## config.mk

```make
export PLATFORM = sky130hd
export DESIGN_NAME = uart_matrix_loader
export DESIGN_NICKNAME = d
export VERILOG_FILES = /design/src/rtl/uart_pkg.sv /design/src/rtl/uart_byte_strobe.sv /design/src/rtl/uart_matrix_loader.sv
export SDC_FILE = /design/constraint.sdc
export NUM_CORES = 1
export LEC_CHECK = 0
export CAP_MARGIN = 20
export CORE_MARGIN = 4
export CORE_UTILIZATION = 50
export DETAILED_ROUTE_END_ITERATION = 7
export PLACE_DENSITY = 0.79
export REMOVE_ABC_BUFFERS = 1
export SYNTH_ARGS = -nofsm -noshare
export SYNTH_HDL_FRONTEND = slang
export SYNTH_SLANG_ARGS = --single-unit
```

## constraint.sdc

```tcl
create_clock -name i_clk -period 2.6 [get_ports i_clk]
set_clock_uncertainty 0.1 [all_clocks]
set_input_delay 0.26 -clock i_clk [delete_from_list [all_inputs] [get_ports i_clk]]
set_output_delay 0.26 -clock i_clk [all_outputs]
set_load 0.02 [all_outputs]
```

## src/rtl/uart_pkg.sv

```systemverilog
// ---------------------------------------------------------------------------
// uart_pkg
//   Shared definitions for the UART matrix loader: default frame geometry,
//   the default frame header byte and the loader state encoding.
// ---------------------------------------------------------------------------
package uart_pkg;

  localparam int         MAT_ROWS      = 10;
  localparam int         MAT_COLS      = 10;
  localparam logic [7:0] SYNC_BYTE_DEF = 8'hA5;

  typedef enum logic [1:0] {
    IDLE  = 2'd0,
    LOAD  = 2'd1,
    DRAIN = 2'd2
  } state_e;

endpackage

```

## src/rtl/uart_byte_strobe.sv

```systemverilog
// ---------------------------------------------------------------------------
// uart_byte_strobe
//   Turns the UART receiver's ready level into a single-cycle byte strobe on
//   its rising edge and presents the received byte alongside it.
//
//   i_clk        system clock
//   i_rst_n      asynchronous active-low reset
//   i_rx_data    byte from the UART receiver
//   i_rx_ready   receiver ready level (held high for about one bit time)
//   o_byte_stb   one-cycle strobe on the 0->1 edge of i_rx_ready
//   o_byte_val   byte to be sampled in the same cycle as o_byte_stb
// ---------------------------------------------------------------------------
module uart_byte_strobe
  import uart_pkg::*;
(
  input  logic       i_clk,
  input  logic       i_rst_n,
  input  logic [7:0] i_rx_data,
  input  logic       i_rx_ready,
  output logic       o_byte_stb,
  output logic [7:0] o_byte_val
);

  logic r_rx_ready_q;

  always_ff @(posedge i_clk or negedge i_rst_n) begin
    if (!i_rst_n) begin
      r_rx_ready_q <= 1'b0;
    end else begin
      r_rx_ready_q <= i_rx_ready;
    end
  end

  // A ready level held high only ever yields the first-cycle strobe.
  assign o_byte_stb = i_rx_ready & ~r_rx_ready_q;
  assign o_byte_val = i_rx_data;

endmodule

```

## src/rtl/uart_matrix_loader.sv

```systemverilog
// ---------------------------------------------------------------------------
// uart_matrix_loader
//   Collects one framed ROWS x COLS matrix of bytes from the UART receiver
//   (header byte SYNC_BYTE followed by ROWS*COLS data bytes) into a local
//   buffer, then streams it out row-major over a valid/ready handshake.
//
//   state | meaning
//   ------+-------------------------------------------------------------
//   IDLE  | waiting for the frame header byte, other bytes discarded
//   LOAD  | storing data bytes; inter-byte timeout aborts the frame
//   DRAIN | presenting buffer elements until the last one is accepted
//
//   i_clk        system clock
//   i_rst_n      asynchronous active-low reset
//   i_rx_data    byte from the UART receiver
//   i_rx_ready   receiver ready level
//   o_out_data   matrix element
//   o_out_row    row index of o_out_data
//   o_out_col    column index of o_out_data
//   o_out_valid  element outputs valid
//   i_out_ready  downstream accepts when o_out_valid & i_out_ready
//   o_out_last   high with the final element
//   o_busy       frame in progress (LOAD or DRAIN)
//   o_frame_err  one-cycle pulse when a frame is aborted on timeout
//   o_overrun    sticky; a byte arrived during DRAIN and was dropped
// ---------------------------------------------------------------------------
module uart_matrix_loader
  import uart_pkg::*;
#(
  parameter int         ROWS           = MAT_ROWS,
  parameter int         COLS           = MAT_COLS,
  parameter logic [7:0] SYNC_BYTE      = SYNC_BYTE_DEF,
  parameter int         TIMEOUT_CYCLES = 2_000_000
) (
  input  logic       i_clk,
  input  logic       i_rst_n,
  input  logic [7:0] i_rx_data,
  input  logic       i_rx_ready,
  output logic [7:0] o_out_data,
  output logic [3:0] o_out_row,
  output logic [3:0] o_out_col,
  output logic       o_out_valid,
  input  logic       i_out_ready,
  output logic       o_out_last,
  output logic       o_busy,
  output logic       o_frame_err,
  output logic       o_overrun
);

  localparam int NELEM = ROWS * COLS;
  localparam int IDX_W = $clog2(NELEM);
  localparam int TMR_W = $clog2(TIMEOUT_CYCLES);

  localparam logic [IDX_W-1:0] LAST_IDX = IDX_W'(NELEM - 1);
  localparam logic [TMR_W-1:0] TMR_LAST = TMR_W'(TIMEOUT_CYCLES - 1);
  localparam logic [3:0]       LAST_COL = 4'(COLS - 1);

  state_e           r_state;
  state_e           w_state_nxt;
  logic             w_byte_stb;
  logic [7:0]       w_byte_val;
  logic [IDX_W-1:0] r_wr_idx;
  logic [IDX_W-1:0] r_rd_idx;
  logic [TMR_W-1:0] r_timer;
  logic [3:0]       r_row;
  logic [3:0]       r_col;
  logic             r_frame_err;
  logic             r_overrun;
  logic [7:0]       r_buf [NELEM];
  logic             w_timeout;
  logic             w_last;
  logic             w_handshake;

  uart_byte_strobe u_byte_strobe (
    .i_clk      (i_clk),
    .i_rst_n    (i_rst_n),
    .i_rx_data  (i_rx_data),
    .i_rx_ready (i_rx_ready),
    .o_byte_stb (w_byte_stb),
    .o_byte_val (w_byte_val)
  );

  // A strobe in the timeout cycle keeps the frame alive.
  assign w_timeout   = (r_state == LOAD) && !w_byte_stb && (r_timer == TMR_LAST);
  assign w_last      = (r_state == DRAIN) && (r_rd_idx == LAST_IDX);
  assign w_handshake = (r_state == DRAIN) && i_out_ready;

  always_ff @(posedge i_clk or negedge i_rst_n) begin
    if (!i_rst_n) begin
      r_state <= IDLE;
    end else begin
      r_state <= w_state_nxt;
    end
  end

  always_comb begin
    w_state_nxt = r_state;
    unique case (r_state)
      IDLE: begin
        if (w_byte_stb && (w_byte_val == SYNC_BYTE)) w_state_nxt = LOAD;
      end
      LOAD: begin
        if (w_byte_stb && (r_wr_idx == LAST_IDX)) w_state_nxt = DRAIN;
        else if (w_timeout)                       w_state_nxt = IDLE;
      end
      DRAIN: begin
        if (w_handshake && w_last) w_state_nxt = IDLE;
      end
      default: w_state_nxt = IDLE;
    endcase
  end

  always_ff @(posedge i_clk or negedge i_rst_n) begin
    if (!i_rst_n) begin
      r_wr_idx    <= '0;
      r_rd_idx    <= '0;
      r_timer     <= '0;
      r_row       <= '0;
      r_col       <= '0;
      r_frame_err <= 1'b0;
      r_overrun   <= 1'b0;
    end else begin
      r_frame_err <= w_timeout;
      unique case (r_state)
        IDLE: begin
          if (w_byte_stb && (w_byte_val == SYNC_BYTE)) begin
            r_wr_idx <= '0;
            r_timer  <= '0;
          end
        end
        LOAD: begin
          if (w_byte_stb) begin
            r_wr_idx <= r_wr_idx + 1'b1;
            r_timer  <= '0;
            if (r_wr_idx == LAST_IDX) begin
              r_rd_idx <= '0;
              r_row    <= '0;
              r_col    <= '0;
            end
          end else begin
            r_timer <= r_timer + 1'b1;
          end
        end
        DRAIN: begin
          if (w_byte_stb) r_overrun <= 1'b1;
          if (w_handshake) begin
            r_rd_idx <= r_rd_idx + 1'b1;
            if (r_col == LAST_COL) begin
              r_col <= '0;
              r_row <= r_row + 1'b1;
            end else begin
              r_col <= r_col + 1'b1;
            end
          end
        end
        default: ;
      endcase
    end
  end

  // Matrix storage is deliberately left unreset.
  always_ff @(posedge i_clk) begin
    if ((r_state == LOAD) && w_byte_stb) r_buf[r_wr_idx] <= w_byte_val;
  end

  // Element outputs are forced to zero outside DRAIN so the unreset buffer
  // never leaks onto the bus.
  assign o_out_valid = (r_state == DRAIN);
  assign o_out_data  = o_out_valid ? r_buf[r_rd_idx] : 8'h00;
  assign o_out_row   = o_out_valid ? r_row : 4'h0;
  assign o_out_col   = o_out_valid ? r_col : 4'h0;
  assign o_out_last  = w_last;
  assign o_busy      = (r_state != IDLE);
  assign o_frame_err = r_frame_err;
  assign o_overrun   = r_overrun;

endmodule

```

==> metrics.csv, run 1 <==
stage,metric,value,unit
drt,vias post-DR,19385,
global_route,first-pass GRT wire length,128,mm
sta,actual slew at the worst max-slew pin,1.18,ns
sta,fin. max-slew vios,0,
pwr,net switching power,9.74,mW
logic_synthesis,Synth Warn #,0,
cts,maximum clock path buffer count,3,
worst_setup_path,CP max FO,8,
drt,post-route ant nets,0,
cts,Clock Pin Slew Worst Setup and Hold Paths,0.07,ns
logic_synthesis,"Distinct cells, synth",63,
pwr,Logic pwr share,24.3,%
sta,Fin Hold WS,0.0603,ns
worst_setup_path,crit path capture type,output pin,
finish,fill count,4381,
logic_synthesis,top-count cell post-synth,edfxtp_1,
sta,final period utilization,145,%
pwr,part of the power in registers,42.1,%
logic_synthesis,Yosys reg bits,848,
floorplan,Core ar.,67200,µm²
drt,First-pass DRT Iterations,6,
finish,Synth-to-Final Area Change,21.0,%
sta,Slew headroom,21.2,%
logic_synthesis,Syn Inst Count,1726,
global_route,largest net degree at the start of global routing,101,
run_status,failing checks,negative setup slack,
global_route,vias in the first global route,19468,
place,Cells after DPL,2851,
cts,CTS tree,built,
pwr,LEAKAGE,13.7,nW
logic_synthesis,main flop type after synthesis,edfxtp_1,
logic_synthesis,synthesized area per cell,19.6,µm²
logic_synthesis,mapped cell area,33800,µm²
logic_synthesis,"EDFF count, synth",800,
floorplan,Initial Utilization,50.4,%
pwr,PwrDens,879,nW/µm²
worst_setup_path,startpoint type of the worst setup path,flop,
sta,"Hold Vio Cnt, Final",0,
finish,Layout Nets,2120,
drt,initial DRC count,2905,
logic_synthesis,Synth Area in Adders,0.222,%
floorplan,width of the chip,268,µm
sta,fmax,265,MHz
pwr,switching portion of total power,27.1,%
global_route,GRT Util Overall,24.0,%
finish,post-layout instance area,40900,µm²
drt,routed length on met2,41.6,mm
cts,clk_lat worst skew,0.63,ns
place,dpl cell area,37300,µm²
floorplan,Die Y,268,µm
hold_path,hold crit path type,in -> reg,
logic_synthesis,xor/xnor share of the synthesized area,0.311,%
logic_synthesis,ys async rst share,5.66,%
logic_synthesis,Post-Synth Simple-Gate Area,4.82,%
global_route,initial antenna violation count,1,
logic_synthesis,sequential share of the synthesized area,74.5,%
floorplan,Die ar.,71900,µm²
finish,final cell count without fillers,3035,
drt,final WL,87.2,mm
logic_synthesis,ranking of synthesized cells by area,"edfxtp_1 (71%), mux4_2 (13%), dfrtp_1 (3.5%), mux2i_1 (1.7%), nor2_1 (1.6%)",
global_route,GRT overflow,0,
floorplan,Site Rows,95,
logic_synthesis,largest family of logic cells by synthesized area,multiplexers,
cts,# clock sinks,848,
run_status,outcome,"complete, but fails checks",
drt,Top Metal Used,met4,
drt,met1 WL,32.5,mm
worst_setup_path,Worst EP required,2.24,ns
worst_setup_path,CP arrival,3.41,ns
pwr,maximum VDD drop,0.514,mV
sta,RSZ-0062 raised after global routing,true,
logic_synthesis,largest area contributor in the netlist,edfxtp_1,
drt,via-per-instance ratio,6.39,
pwr,clock share of power,33.5,%
cts,clk root buf,clkbuf_16,
logic_synthesis,post-synthesis mux area share,15.7,%
floorplan,total I/O pin count,33,
place,gpl congestion,0.914,
job,maxcap violations,0,
place,Port Buffers,32,
sta,Final Critical Period,3.77,ns
drt,DRC errors left,0,
sta,# setup viols final,9,
cts,Num CTS Buffers,83,
finish,layout cells sized above 1,34.9,%
pwr,Int Power,26.3,mW
drt,met3 WL,9.51,mm
logic_synthesis,fraction of the mapped netlist area in compound gates,2.89,%
place,post-detail-place hpwl,51.7,mm
sta,setup ws final,-1.17,ns
drt,Routed WL per cell,28.7,µm
worst_setup_path,CP Class,reg -> out,
cts,htree depth,3,
sta,setup_tns,-9.16,ns
logic_synthesis,post-synth top area share,71.0,%
logic_synthesis,most instantiated cells after synthesis,"edfxtp_1 (800), mux4_2 (200), nor2_1 (146)",
## registers in the layout (all words and copies together) (netlist names)
signal	count
r_buf	800
u_byte_strobe.r_rx_ready_q	1
o_frame_err	1
r_row	4
r_wr_idx	7
r_col	4
o_overrun	1
r_timer	21
r_rd_idx	7
r_state	2
## worst max-delay path, stage by stage, from the launching register on
cell and delay (ns):
dfrtp_4 0.44, buf_12 0.17, buf_16 0.16, buf_6 0.11, mux4_2 0.50, mux4_2 0.53
mux2i_4 0.21, nor2_1 0.07, or3_4 0.41, buf_6 0.15
## kinds of logic (layout without fill, tap and decap cells)
logic type	after synthesis	count (layout)
xor gates and xnor gates	12	12
buffers and inverters	100	535
DFF	848	848
adders and majority gates	6	6
muxes	278	278
and+or+nand+nor	339	339
AOI/OAI and AO/OA	143	143
other	0	1
## layer usage
metal | vias up | track usage [%]
met4 | 0 | 8.73
met2 | 1335 | 37.8
met5 | - | 0
met3 | 235 | 5.51
li1 | 7838 | -
met1 | 9977 | 33.5
## cell type report
type	instances	area (µm²)	share of cell area [%]
tap	873	1090	2.67
inverter	11	41.3	0.101
antenna	1	2.50	0.00611
timing repair buffer	380	3480	8.50
sequential	848	25200	61.6
multi-input combinational	778	8400	20.5
clock inverter	43	444	1.08
clock buffer	101	2250	5.49
## power by group through the flow
stage               clock network (mW)  logic, mW  registers, mW
global route                      12.8       9.10           15.2
finish                            12.1       8.76           15.2
detailed placement                   0       7.71           15.5
CTS                               12.1       8.48           15.2
floorplan                            0       3.96           16.2
global placement                     0       7.54           15.5
## what timing repair did
action,CTS,global route
hold buffers,3,1
setup endpoints to repair,69,350
setup buffers,24,5
resized for setup,126,29
pin swaps,13,7
gates cloned,4,2
endpoints found under the hold margin,57,7
## metrics by stage
stage / total power, mW / utilization, % / worst slack (ns)
final: 36.0 / 61.0 / -1.17
after global routing: 37.0 / 61.0 / -1.22
after CTS: 35.8 / 60.6 / -1.19
after detailed placement: 23.2 / 55.6 / -1.09
after global placement: 23.0 / 55.6 / -1.09
after floorplan: 20.1 / - / -7.77
## cells in the final DEF, fill, tap and decap left out, drive strengths merged, types with 7 or more instances in the layout
cell and count:
mux2i 56, or3 11, nor3 11, o211ai 10, bufinv 9, nor4 7
nand4 11, clkbuf 103, inv 12, nand2 56, and2 11, mux2 22
o22ai 15, nand2b 10, nand3 26, o21ai 35, a221oi 8, dlygate4sd2 9
a211oi 8, dfrtp 48, a21oi 17, edfxtp 800, mux4 200, nor2 146
nor2b 15, xnor2 10, clkinv 29, buf 357
## path summary, 6_finish.rpt
| path | cells after the start | startpoint | slack, ns | end |
|---|---|---|---|---|
| worst max-delay path | 9 | r_rd_idx[0]$_DFFE_PN0P_ | -1.17 | o_out_data[0] |
| worst min-delay path | 2 | i_rx_data[2] | 0.06 | r_buf[27][2]$_DFFE_PP_ |
| worst max register to register | 9 | r_state[1]$_DFFE_PN0P_ | 0.04 | r_buf[86][7]$_DFFE_PP_ |
| worst min register to register | 1 | o_overrun$_DFFE_PN0P_ | 0.36 | o_overrun$_DFFE_PN0P_ |
| max in group asynchronous | 4 | i_rst_n | 1.45 | r_rd_idx[2]$_DFFE_PN0P_ |
| min in group asynchronous | 3 | i_rst_n | 0.45 | r_timer[19]$_DFFE_PN0P_ |
Note: power is estimated with default switching activity, not from simulation.
==> inputs of run 2 (changes only) <==
--- a/config.mk
+++ b/config.mk
@@ -8,9 +8,11 @@
 export CAP_MARGIN = 20
 export CORE_MARGIN = 4
 export CORE_UTILIZATION = 50
+export CTS_CLUSTER_DIAMETER = 150
 export DETAILED_ROUTE_END_ITERATION = 7
 export PLACE_DENSITY = 0.79
 export REMOVE_ABC_BUFFERS = 1
+export SLEW_MARGIN = 20
 export SYNTH_ARGS = -nofsm -noshare
 export SYNTH_HDL_FRONTEND = slang
 export SYNTH_SLANG_ARGS = --single-unit
==> run 2 against run 1 <==
Against the previous run:
- the run still ends with negative setup slack left
- first-iteration DRC count up 3.3%
- sequential power about the same
- clock power about the same
- register-to-register slack about the same
- cell count about the same
- clock-buffer cell count unchanged
- die area unchanged
- power about the same
- flip-flop and latch count unchanged
- largest power group unchanged
==> metrics.csv, run 2 (same netlist as run 1, synthesis figures left out) <==
stage,metric,value,unit,change
pwr,LEAKAGE,13.7,nW,about the same
floorplan,Die ar.,71900,µm²,unchanged
pwr,PwrDens,879,nW/µm²,about the same
place,gpl congestion,0.914,,unchanged
floorplan,Site Rows,95,,unchanged
run_status,failing checks,negative setup slack,,unchanged
floorplan,Core ar.,67200,µm²,unchanged
sta,RSZ-0062 raised after global routing,true,,unchanged
sta,fin. max-slew vios,0,,unchanged
drt,DRC errors left,0,,unchanged
place,post-detail-place hpwl,51.7,mm,unchanged
worst_setup_path,Worst EP required,2.24,ns,about the same
floorplan,width of the chip,268,µm,unchanged
cts,clk_lat worst skew,0.63,ns,about the same
cts,Num CTS Buffers,83,,unchanged
sta,actual slew at the worst max-slew pin,1.14,ns,was 1.18 ns
cts,Clock Pin Slew Worst Setup and Hold Paths,0.07,ns,about the same
worst_setup_path,FF-to-FF setup slack,0.04,ns,about the same
worst_setup_path,Crit path largest cell delay,0.54,ns,was 0.53 ns
sta,setup ws final,-1.18,ns,was -1.17 ns
sta,# setup viols final,9,,unchanged
drt,via-per-instance ratio,6.38,,was 6.39
global_route,GRT Util Overall,24.0,%,unchanged
finish,max reg flops,800,,unchanged
sta,fmax,264,MHz,was 265 MHz
sta,Slew headroom,23.9,%,was 21.2%
floorplan,total I/O pin count,33,,unchanged
cts,# clock sinks,848,,unchanged
place,"worst slack, placed",-1.09,ns,unchanged
place,Port Buffers,32,,unchanged
sta,final period utilization,146,%,was 145%
global_route,GRT overflow,0,,unchanged
run_status,outcome,"complete, but fails checks",,unchanged
finish,"most common cell after layout, fill and taps aside",edfxtp_1,,unchanged
sta,Final Critical Period,3.78,ns,was 3.77 ns
sta,setup_tns,-9.26,ns,was -9.16 ns
finish,"leading cell types in the layout, fill and taps excluded","edfxtp_1 (800), buf_4 (301), mux4_2 (200)",,unchanged
worst_setup_path,CP Class,reg -> out,,unchanged
worst_setup_path,CP arrival,3.42,ns,was 3.41 ns
finish,Synth-to-Final Area Change,20.9,%,was 21.0%
drt,vias post-DR,19338,,was 19385
finish,n_diodes,0,,was 1
global_route,first-pass GRT wire length,128,mm,unchanged
floorplan,Initial Utilization,50.4,%,unchanged
global_route,largest net degree at the start of global routing,101,,unchanged
drt,initial DRC count,3001,,was 2905
global_route,vias in the first global route,19468,,unchanged
finish,Layout Nets,2118,,was 2120
drt,Routed WL per cell,28.7,µm,about the same
drt,final WL,87.0,mm,was 87.2 mm
sta,"Hold Vio Cnt, Final",0,,unchanged
worst_setup_path,"Cell Chain, Critical Path","buf_12, buf_16, buf_6, mux4_2, mux4_2, mux2i_4, nor2_1, or3_4, buf_6",,unchanged
hold_path,Worst Hold End,r_state[0]$_DFFE_PN0P_,,was r_buf[27][2]$_DFFE_PP_
global_route,initial antenna violation count,1,,unchanged
drt,post-route ant nets,0,,unchanged
worst_setup_path,Reg2Reg Depth,9,,unchanged
worst_setup_path,Critical-path top delay cell,mux4_2,,unchanged
worst_setup_path,CP max FO,8,,unchanged
hold_path,hold depth,5,,was 2
cts,clk root buf,clkbuf_16,,unchanged
finish,fill count,4380,,was 4381
hold_path,hold path start,i_rx_data[1],,was i_rx_data[2]
worst_setup_path,startpoint type of the worst setup path,flop,,unchanged
finish,Top reg by flops,r_buf,,unchanged
pwr,maximum VDD drop,0.521,mV,was 0.514 mV
drt,First-pass DRT Iterations,8,,was 6
worst_setup_path,reg-to-reg startpoint,r_state[1]$_DFFE_PN0P_,,unchanged
finish,Largest regs,"r_buf: 800 flops, r_timer: 21 flops",,unchanged
cts,htree depth,3,,unchanged
cts,maximum clock path buffer count,3,,unchanged
finish,layout cells sized above 1,34.9,%,about the same
job,maxcap violations,0,,unchanged
worst_setup_path,RR Endpoint,r_buf[85][4]$_DFFE_PP_,,was r_buf[86][7]$_DFFE_PP_
worst_setup_path,crit path capture type,output pin,,unchanged
hold_path,hold crit path type,in -> reg,,unchanged
floorplan,Die Y,268,µm,unchanged
pwr,total power draw,36.0,mW,about the same
cts,CTS tree,built,,unchanged
run 2: changes by cell type in the layout (fill, tap and decap cells not counted):
cell and delta:
buf_2 -1, dlygate4sd3_1 -1, buf_12 -1, buf_6 +1, diode_2 -1
run 2: cell type report:
class	instances	area [µm²]	share of cell area, %
sequential	848	25200	61.7
clock inverter	43	444	1.09
multi-input combinational	778	8400	20.5
tap	873	1090	2.67
inverter	11	41.3	0.101
clock buffer	101	2250	5.50
timing repair buffer	378	3460	8.45
run 2: worst max path at each step:
stage	from	to	slack, ns	depth (start not counted)
after floorplan	r_rd_idx[0]$_DFFE_PN0P_	o_out_data[1]	-7.77	4
after global placement	r_rd_idx[0]$_DFFE_PN0P_	o_out_data[0]	-1.09	8
after detailed placement	r_rd_idx[0]$_DFFE_PN0P_	o_out_data[0]	-1.09	8
after CTS	r_rd_idx[0]$_DFFE_PN0P_	o_out_data[5]	-1.19	9
after global routing	r_rd_idx[0]$_DFFE_PN0P_	o_out_data[0]	-1.23	9
final	r_rd_idx[0]$_DFFE_PN0P_	o_out_data[0]	-1.18	9
run 2: through the flow:
step | hold slack [ns] | std cells | area [µm²] | utilization, %
after floorplan | -0.136 | 1637 | 33400 | -
after global placement | 0.347 | 2851 | 37300 | 55.6
after detailed placement | 0.355 | 2851 | 37300 | 55.6
after CTS | 0.0462 | 3026 | 40700 | 60.6
after global routing | 0.0502 | 3032 | 40900 | 60.9
final | 0.0717 | 3032 | 40900 | 60.9
run 2: where the power goes:
group	internal (mW)	switching, mW
combinational	4.20	4.57
sequential	15.0	0.139
clock	7.03	5.02
total	26.3	9.73
run 2: worst max-delay path, delay by kind of cell, from the launching register on:
kind,cells,cell delay (ns)
flip-flops,1,0.44
multiplexers,3,1.25
AND/OR/NAND/NOR,2,0.47
buffers and inverters,4,0.59
run 2: per-layer routing:
metal / up-vias / global-route usage, % / share of wire (%)
met5: - / 0 / 0.0080
li1: 7826 / - / -
met3: 235 / 5.51 / 11
met4: 2 / 8.73 / 3.9
met1: 9939 / 33.5 / 37
met2: 1336 / 37.8 / 48
run 2: what timing repair did:
item | in CTS | in global routing
buffers inserted | 24 | 5
cloned | 4 | 2
hold buffers | 3 | 0
gates resized for setup | 126 | 29
hold endpoints to repair | 57 | 0
pin swaps | 13 | 7
endpoints found under the setup margin | 69 | 350
